## config.mk

```make
export PLATFORM = sky130hd
export DESIGN_NAME = fifo_wr_arbiter
export DESIGN_NICKNAME = d
export VERILOG_FILES = /design/src/rtl/fifo_arb_pkg.sv /design/src/rtl/rr_priority_pick.sv /design/src/rtl/fifo_wr_arbiter.sv
export SDC_FILE = /design/constraint.sdc
export NUM_CORES = 1
export LEC_CHECK = 0
export CAP_MARGIN = 15
export CORE_ASPECT_RATIO = 1.1
export CORE_UTILIZATION = 38
export CTS_CLUSTER_SIZE = 24
export DETAILED_ROUTE_END_ITERATION = 8
export MAX_ROUTING_LAYER = met4
export PLACE_DENSITY = 0.77
export SYNTH_ARGS = -nofsm -noshare
export SYNTH_HDL_FRONTEND = slang
export SYNTH_SLANG_ARGS = --single-unit
```

## constraint.sdc

```tcl
create_clock -name clk -period 2 [get_ports clk]
set_input_delay 0.2 -clock clk [delete_from_list [all_inputs] [get_ports clk]]
set_output_delay 0.2 -clock clk [all_outputs]
set_load 0.02 [all_outputs]
```

## src/rtl/fifo_arb_pkg.sv

```systemverilog
// Shared types and helpers for the FIFO write-port arbiter.
// Combinational helpers only; no latency of their own.
// No backpressure handling here; callers own the handshake.
package fifo_arb_pkg;

  // Upper bound on requesters; the pick helper works on vectors of this width.
  localparam int MAX_REQ  = 8;
  localparam int ID_MAX_W = 3;

  typedef enum logic {IDLE, GRANT} state_t;

  typedef struct packed {
    logic                found;
    logic [ID_MAX_W-1:0] id;
  } pick_t;

  // Width of a requester index; a single requester still needs one bit.
  function automatic int id_w(input int n);
    return (n > 1) ? $clog2(n) : 1;
  endfunction

  // Width of a beat counter able to hold 0..max_burst.
  function automatic int cnt_w(input int max_burst);
    return $clog2(max_burst + 1);
  endfunction

  // Round-robin pick: first valid id scanning upward from last_id+1, wrapping at n.
  // The wrap is an explicit compare so n need not be a power of two.
  function automatic pick_t rr_pick(input logic [MAX_REQ-1:0] valid,
                                    input int                 n,
                                    input logic [ID_MAX_W-1:0] last_id);
    pick_t r;
    int    idx;
    r = '0;
    for (int k = 1; k <= MAX_REQ; k++) begin
      if (k <= n && !r.found) begin
        idx = int'(last_id) + k;
        if (idx >= n) idx = idx - n;
        if (valid[idx]) begin
          r.found = 1'b1;
          r.id    = ID_MAX_W'(idx);
        end
      end
    end
    return r;
  endfunction

endpackage

```

## src/rtl/rr_priority_pick.sv

```systemverilog
// Rotate-and-priority-encode of NUM_REQ valid bits starting after last_id.
// Purely combinational, zero latency.
// No backpressure; result is valid whenever inputs are stable.
module rr_priority_pick
  import fifo_arb_pkg::*;
#(
  parameter int NUM_REQ = 4,
  parameter int IDW     = 2
) (
  input  logic [NUM_REQ-1:0] valid_i,
  input  logic [IDW-1:0]     last_id_i,
  output logic [IDW-1:0]     id_o,
  output logic               found_o
);

  logic [MAX_REQ-1:0] valid_pad;
  pick_t              pick;

  // Widen to the helper's fixed width and run the round-robin scan.
  always_comb begin
    valid_pad                = '0;
    valid_pad[NUM_REQ-1:0]   = valid_i;
    pick                     = rr_pick(valid_pad, NUM_REQ, ID_MAX_W'(last_id_i));
  end

  assign found_o = pick.found;
  assign id_o    = IDW'(pick.id);

endmodule

```

## src/rtl/fifo_wr_arbiter.sv

```systemverilog
// Round-robin share of one FIFO write port among NUM_REQ producers, bursts up to MAX_BURST.
// One idle cycle to arbitrate; granted beats reach wr_en in the same cycle as the handshake.
// FIFO full stalls the granted producer (req_ready low) without releasing the grant.
module fifo_wr_arbiter
  import fifo_arb_pkg::*;
#(
  parameter int NUM_REQ   = 4,
  parameter int DATA_W    = 8,
  parameter int MAX_BURST = 4
) (
  input  logic                      clk,
  input  logic                      rst,
  input  logic [NUM_REQ-1:0]        req_valid,
  input  logic [NUM_REQ*DATA_W-1:0] req_data,
  output logic [NUM_REQ-1:0]        req_ready,
  input  logic                      full,
  output logic                      wr_en,
  output logic [DATA_W-1:0]         wr_data,
  output logic [NUM_REQ-1:0]        grant,
  output logic                      busy
);

  localparam int IDW = id_w(NUM_REQ);
  localparam int CW  = cnt_w(MAX_BURST);

  state_t             state_q;
  logic [NUM_REQ-1:0] grant_q;
  logic [IDW-1:0]     gid_q;
  logic [CW-1:0]      cnt_q;
  logic [IDW-1:0]     last_q;

  logic [IDW-1:0]     pick_id;
  logic               pick_found;
  logic               g_valid;
  logic [DATA_W-1:0]  g_data;
  logic               active;
  logic               xfer;

  rr_priority_pick #(
    .NUM_REQ (NUM_REQ),
    .IDW     (IDW)
  ) u_pick (
    .valid_i   (req_valid),
    .last_id_i (last_q),
    .id_o      (pick_id),
    .found_o   (pick_found)
  );

  // Mux the granted requester's valid/data and drive the outputs; all forced low in reset.
  always_comb begin
    g_valid = 1'b0;
    g_data  = '0;
    for (int i = 0; i < NUM_REQ; i++) begin
      if (gid_q == IDW'(i)) begin
        g_valid = req_valid[i];
        g_data  = req_data[i*DATA_W +: DATA_W];
      end
    end
    active    = (state_q == GRANT) && !rst;
    xfer      = active && g_valid && !full;
    wr_en     = xfer;
    wr_data   = xfer ? g_data : '0;
    busy      = active;
    grant     = active ? grant_q : '0;
    req_ready = (active && !full) ? grant_q : '0;
  end

  // Arbitration FSM: pick in IDLE, count beats in GRANT, release on last beat or dropped valid.
  always_ff @(posedge clk) begin
    if (rst) begin
      state_q <= IDLE;
      grant_q <= '0;
      gid_q   <= '0;
      cnt_q   <= '0;
      last_q  <= IDW'(NUM_REQ - 1);
    end else begin
      case (state_q)
        IDLE: begin
          if (pick_found) begin
            state_q <= GRANT;
            gid_q   <= pick_id;
            grant_q <= NUM_REQ'(1) << pick_id;
            cnt_q   <= '0;
          end
        end
        GRANT: begin
          if (!g_valid || (xfer && cnt_q == CW'(MAX_BURST - 1))) begin
            state_q <= IDLE;
            last_q  <= gid_q;
            grant_q <= '0;
            cnt_q   <= '0;
          end else if (xfer) begin
            cnt_q <= cnt_q + CW'(1);
          end
        end
        default: begin
          state_q <= IDLE;
          grant_q <= '0;
        end
      endcase
    end
  end

endmodule
```

==> reports/qor.csv <==
stage,metric,value,unit
run_status,outcome,"complete, but fails checks",
run_status,violated checks,design-rule violations,
timing,maximum clock frequency,513.3,MHz
global_routing,Congestion Overflow GR,0,
power_and_ir_drop,total power density per cell area,608.8,nW/um^2
die,initial core utilization,40.68,%
synth,Post-synth top flop,sky130_fd_sc_hd__dfxtp_1,
finish,combined area of the multi-input logic cells,919.6,sq um
timing,Slew @ Worst Pin,0.3676,ns
timing,part of the cycle the worst path needs,97.40,%
synth,compound-cell area share of the yosys netlist,18.65,%
synth,sequential-to-total area share from yosys stat,19.05,%
clock_tree,Worst-path clk slew,0.08,ns
power_and_ir_drop,combinational group share of total power,59.5,%
finish,fin area,2027,sq um
synth,portion of netlist area occupied by mux cells,25.89,%
die,count of standard-cell rows,21,
die,area enclosed by the die boundary,3554,sq um
setup_path,Critical Path Fanout Max,10,
finish,layout net count,249,
power_and_ir_drop,internal power consumption,0.0008102,W
detailed_routing,First DRT Iteration DRCs,61,
synth,number of flip-flops and latches in the synthesized netlist,12,
detailed_routing,WL/cell,16.10,um
placement,placed standard-cell area,1971,sq um
global_routing,vias in the first global route,1335,
timing,headroom to the max-slew limit,75.31,%
power_and_ir_drop,Leakage,0.9211,nW
detailed_routing,DRC violations left,22,
placement,final HPWL from detailed placement,3171,um
power_and_ir_drop,part of the total power dissipated in sequential elements,25.0,%
job,max-cap violation count,0,
setup_path,startpoint type of the worst setup path,register,
clock_tree,clock tree from TritonCTS,done,
setup_path,category of the worst setup path capture point,output pin,
global_routing,first-pass GRT wire length,6030,um
synth,number of flops mapped to enable cells by yosys,0,
global_routing,Total Routing Usage GR,22.01,%
finish,share of layout cells above drive strength 1,33.50,%
synth,library cells used by synthesis,47,
synth,Mapped Nets,176,
synth,most area-hungry cell type in the Yosys netlist,sky130_fd_sc_hd__dfxtp_1,
detailed_routing,total detailed-routing wirelength,3865,um
clock_tree,clock latency of the later-clocked register in the worst-skew pair,0.27,ns
synth,commonest cells in the netlist,"sky130_fd_sc_hd__nor2_1, sky130_fd_sc_hd__dfxtp_1, sky130_fd_sc_hd__and2_1",
clock_tree,clock sink total,12,
timing,count of endpoints failing setup in the final report,0,
die,die height,62.42,um
min_path,Hold Crit Class,register to register,
synth,fraction of registers with async set/reset,0,%
detailed_routing,number of nets with antenna violations after detailed routing,0,
placement,GP Congestion,0.8365,
synth,netlist area before placement,1261,sq um
synth,area share of the largest cell type after synthesis,19.05,%
global_routing,number of antenna violations at the first check in global routing,0,
finish,area growth from synthesis to layout,60.71,%
timing,total count of hold-check failures in the final report,0,
detailed_routing,total via count after detailed routing,1282,
synth,mean post-synth cell area,9.412,sq um
clock_tree,root buffer cell,sky130_fd_sc_hd__clkbuf_4,
power_and_ir_drop,Net Sw Power,0.0004239,W
synth,post-synthesis adder-cell area fraction,2.976,%
timing,max-slew violations,0,
finish,Final Core Density,65.38,%
detailed_routing,vias per std cell,5.342,
global_routing,maximum number of pins on one net before global-route repair,14,
synth,fraction of synthesized cell area in xor and xnor cells,0,%
placement,PortBufs,56,
power_and_ir_drop,relative contribution of the clock network to total power,15.5,%
detailed_routing,number of optimization iterations in the first detailed-route pass,6,
clock_tree,CTS Hold Buffers Added,0,
synth,Post-Synth Simple-Gate Area,24.40,%
timing,Worst Skew,0.001651,ns
finish,fill cell instance count of the final layout,247,
synth,Synth Instances,134,
timing,worst hold slack after final layout,0.4929,ns
setup_path,required time reported for the critical path endpoint,1.80,ns
timing,Tmin final,1.948,ns
power_and_ir_drop,sw frac,34.35,%
die,number of top-level design ports,57,
setup_path,Crit Path Category,register to output pin,
synth,Area contributors post-synth,"sky130_fd_sc_hd__dfxtp_1, sky130_fd_sc_hd__mux4_2, sky130_fd_sc_hd__and2_1",
die,Die Span X,56.93,um
power_and_ir_drop,maximum resistive drop on vdd,0.3514,mV
clock_tree,number of H-tree levels,1,
finish,area occupied by registers,245.2,sq um
setup_path,crit path DAT,1.75,ns
synth,combinational family with the most area after synthesis,multiplexers,
synth,cell with the most instances after synthesis,sky130_fd_sc_hd__nor2_1,
synth,number of warnings reported in the yosys synthesis log,0,
clock_tree,number of buffers created by CTS,3,
finish,antenna fix cells,0,
clock_tree,Max clock buf depth,2,
die,Core Region,3100,sq um
-- worst paths after layout --
| check | endpoint | slack [ns] | cells after the start | from |
|---|---|---|---|---|
| worst max-delay path | wr_data[5] | 0.05 | 4 | gid_q[0] |
| worst min-delay path | cnt_q[1] | 0.49 | 2 | cnt_q[1] |
| worst max register to register | cnt_q[0] | 0.06 | 8 | gid_q[0] |
| worst min register to register | cnt_q[1] | 0.49 | 2 | cnt_q[1] |
-- metal layers --
metal	vias to the layer above	global-route usage, %	share of wire (%)
met5	-	-	0
li1	637	-	-
met4	0	4.573	0.54
met1	589	23.86	39
met2	54	41.91	52
met3	2	2.899	8.5
-- critical path, stage by stage (launching register included) --
cell                              delay [ns]
sky130_fd_sc_hd__dfxtp_4                0.37
sky130_fd_sc_hd__buf_12                 0.14
sky130_fd_sc_hd__mux4_2                 0.51
sky130_fd_sc_hd__and3_1                 0.21
sky130_fd_sc_hd__clkdlybuf4s15_2        0.25
-- metrics by stage --
stage	instances	total power, W	setup TNS (ns)	setup slack (ns)
after detailed placement	233	0.001015	-2.471	-0.2110
after global routing	240	0.001311	-0.02062	-0.01102
after CTS	240	0.001224	0	0.0004569
after global placement	233	0.001000	-2.154	-0.1891
final	240	0.001234	0	0.05192
after floorplan	134	0.0007508	0	0.001367
-- placed cells by master, fill, tap and decap left out, types with 2 or more instances in the layout --
cell type	n
sky130_fd_sc_hd__buf_2	4
sky130_fd_sc_hd__a21oi_1	2
sky130_fd_sc_hd__nand2_1	5
sky130_fd_sc_hd__mux4_2	9
sky130_fd_sc_hd__mux2_2	5
sky130_fd_sc_hd__nor2_1	13
sky130_fd_sc_hd__dlygate4sd2_1	2
sky130_fd_sc_hd__and2_1	9
sky130_fd_sc_hd__clkdlybuf4s50_1	43
sky130_fd_sc_hd__or2b_1	2
sky130_fd_sc_hd__a32o_1	2
sky130_fd_sc_hd__mux2i_1	3
sky130_fd_sc_hd__mux2_4	3
sky130_fd_sc_hd__dfxtp_1	10
sky130_fd_sc_hd__and3_1	8
sky130_fd_sc_hd__buf_12	2
sky130_fd_sc_hd__nand2b_1	2
sky130_fd_sc_hd__clkbuf_4	3
sky130_fd_sc_hd__dlymetal6s2s_1	3
sky130_fd_sc_hd__nor3_1	4
sky130_fd_sc_hd__a211oi_1	3
sky130_fd_sc_hd__a211o_1	2
sky130_fd_sc_hd__o21ai_2	2
sky130_fd_sc_hd__inv_1	5
sky130_fd_sc_hd__nor2b_1	4
sky130_fd_sc_hd__ha_1	3
sky130_fd_sc_hd__buf_4	23
sky130_fd_sc_hd__clkbuf_2	2
-- flip-flops by register name, summed over array words and instances, names as in the netlist --
name / count
state_q: 1
gid_q: 2
cnt_q: 3
last_q: 2
grant_q: 4
-- power by group through the flow --
stage	Sequential [W]	Clock, W	Combinational, W
finish	0.000309	0.000191	0.000734
global route	0.000315	0.000208	0.000788
CTS	0.000307	0.000191	0.000725
detailed placement	0.000310	0	0.000704
global placement	0.000311	0	0.000689
floorplan	0.000294	0	0.000457
-- final cells by class --
cell class / instances / share of cell area, %
Clock buffer: 4 / 1.790
Inverter: 6 / 1.111
Multi-Input combinational cell: 102 / 45.37
Sequential cell: 12 / 12.10
Tap cell: 34 / 2.099
Timing Repair Buffer: 82 / 37.53
-- cell families (layout without fill, tap and decap cells) --
group / count (synthesis) / in the layout
flip-flops: 12 / 12
adder cells (fa/ha/maj): 3 / 3
AND/OR/NAND/NOR: 53 / 53
buffers and inverters: 20 / 92
AO/OA/AOI/OAI: 26 / 26
multiplexers: 20 / 20
-- timing repair --
| action | 4_1_cts | 5_1_grt |
|---|---|---|
| resized for setup | 27 | 14 |
| endpoints found under the setup margin | 10 | 15 |
| pin swaps | 0 | 1 |
| setup buffers | 3 | 0 |
No activity file was read; power rests on OpenSTA's default activity.
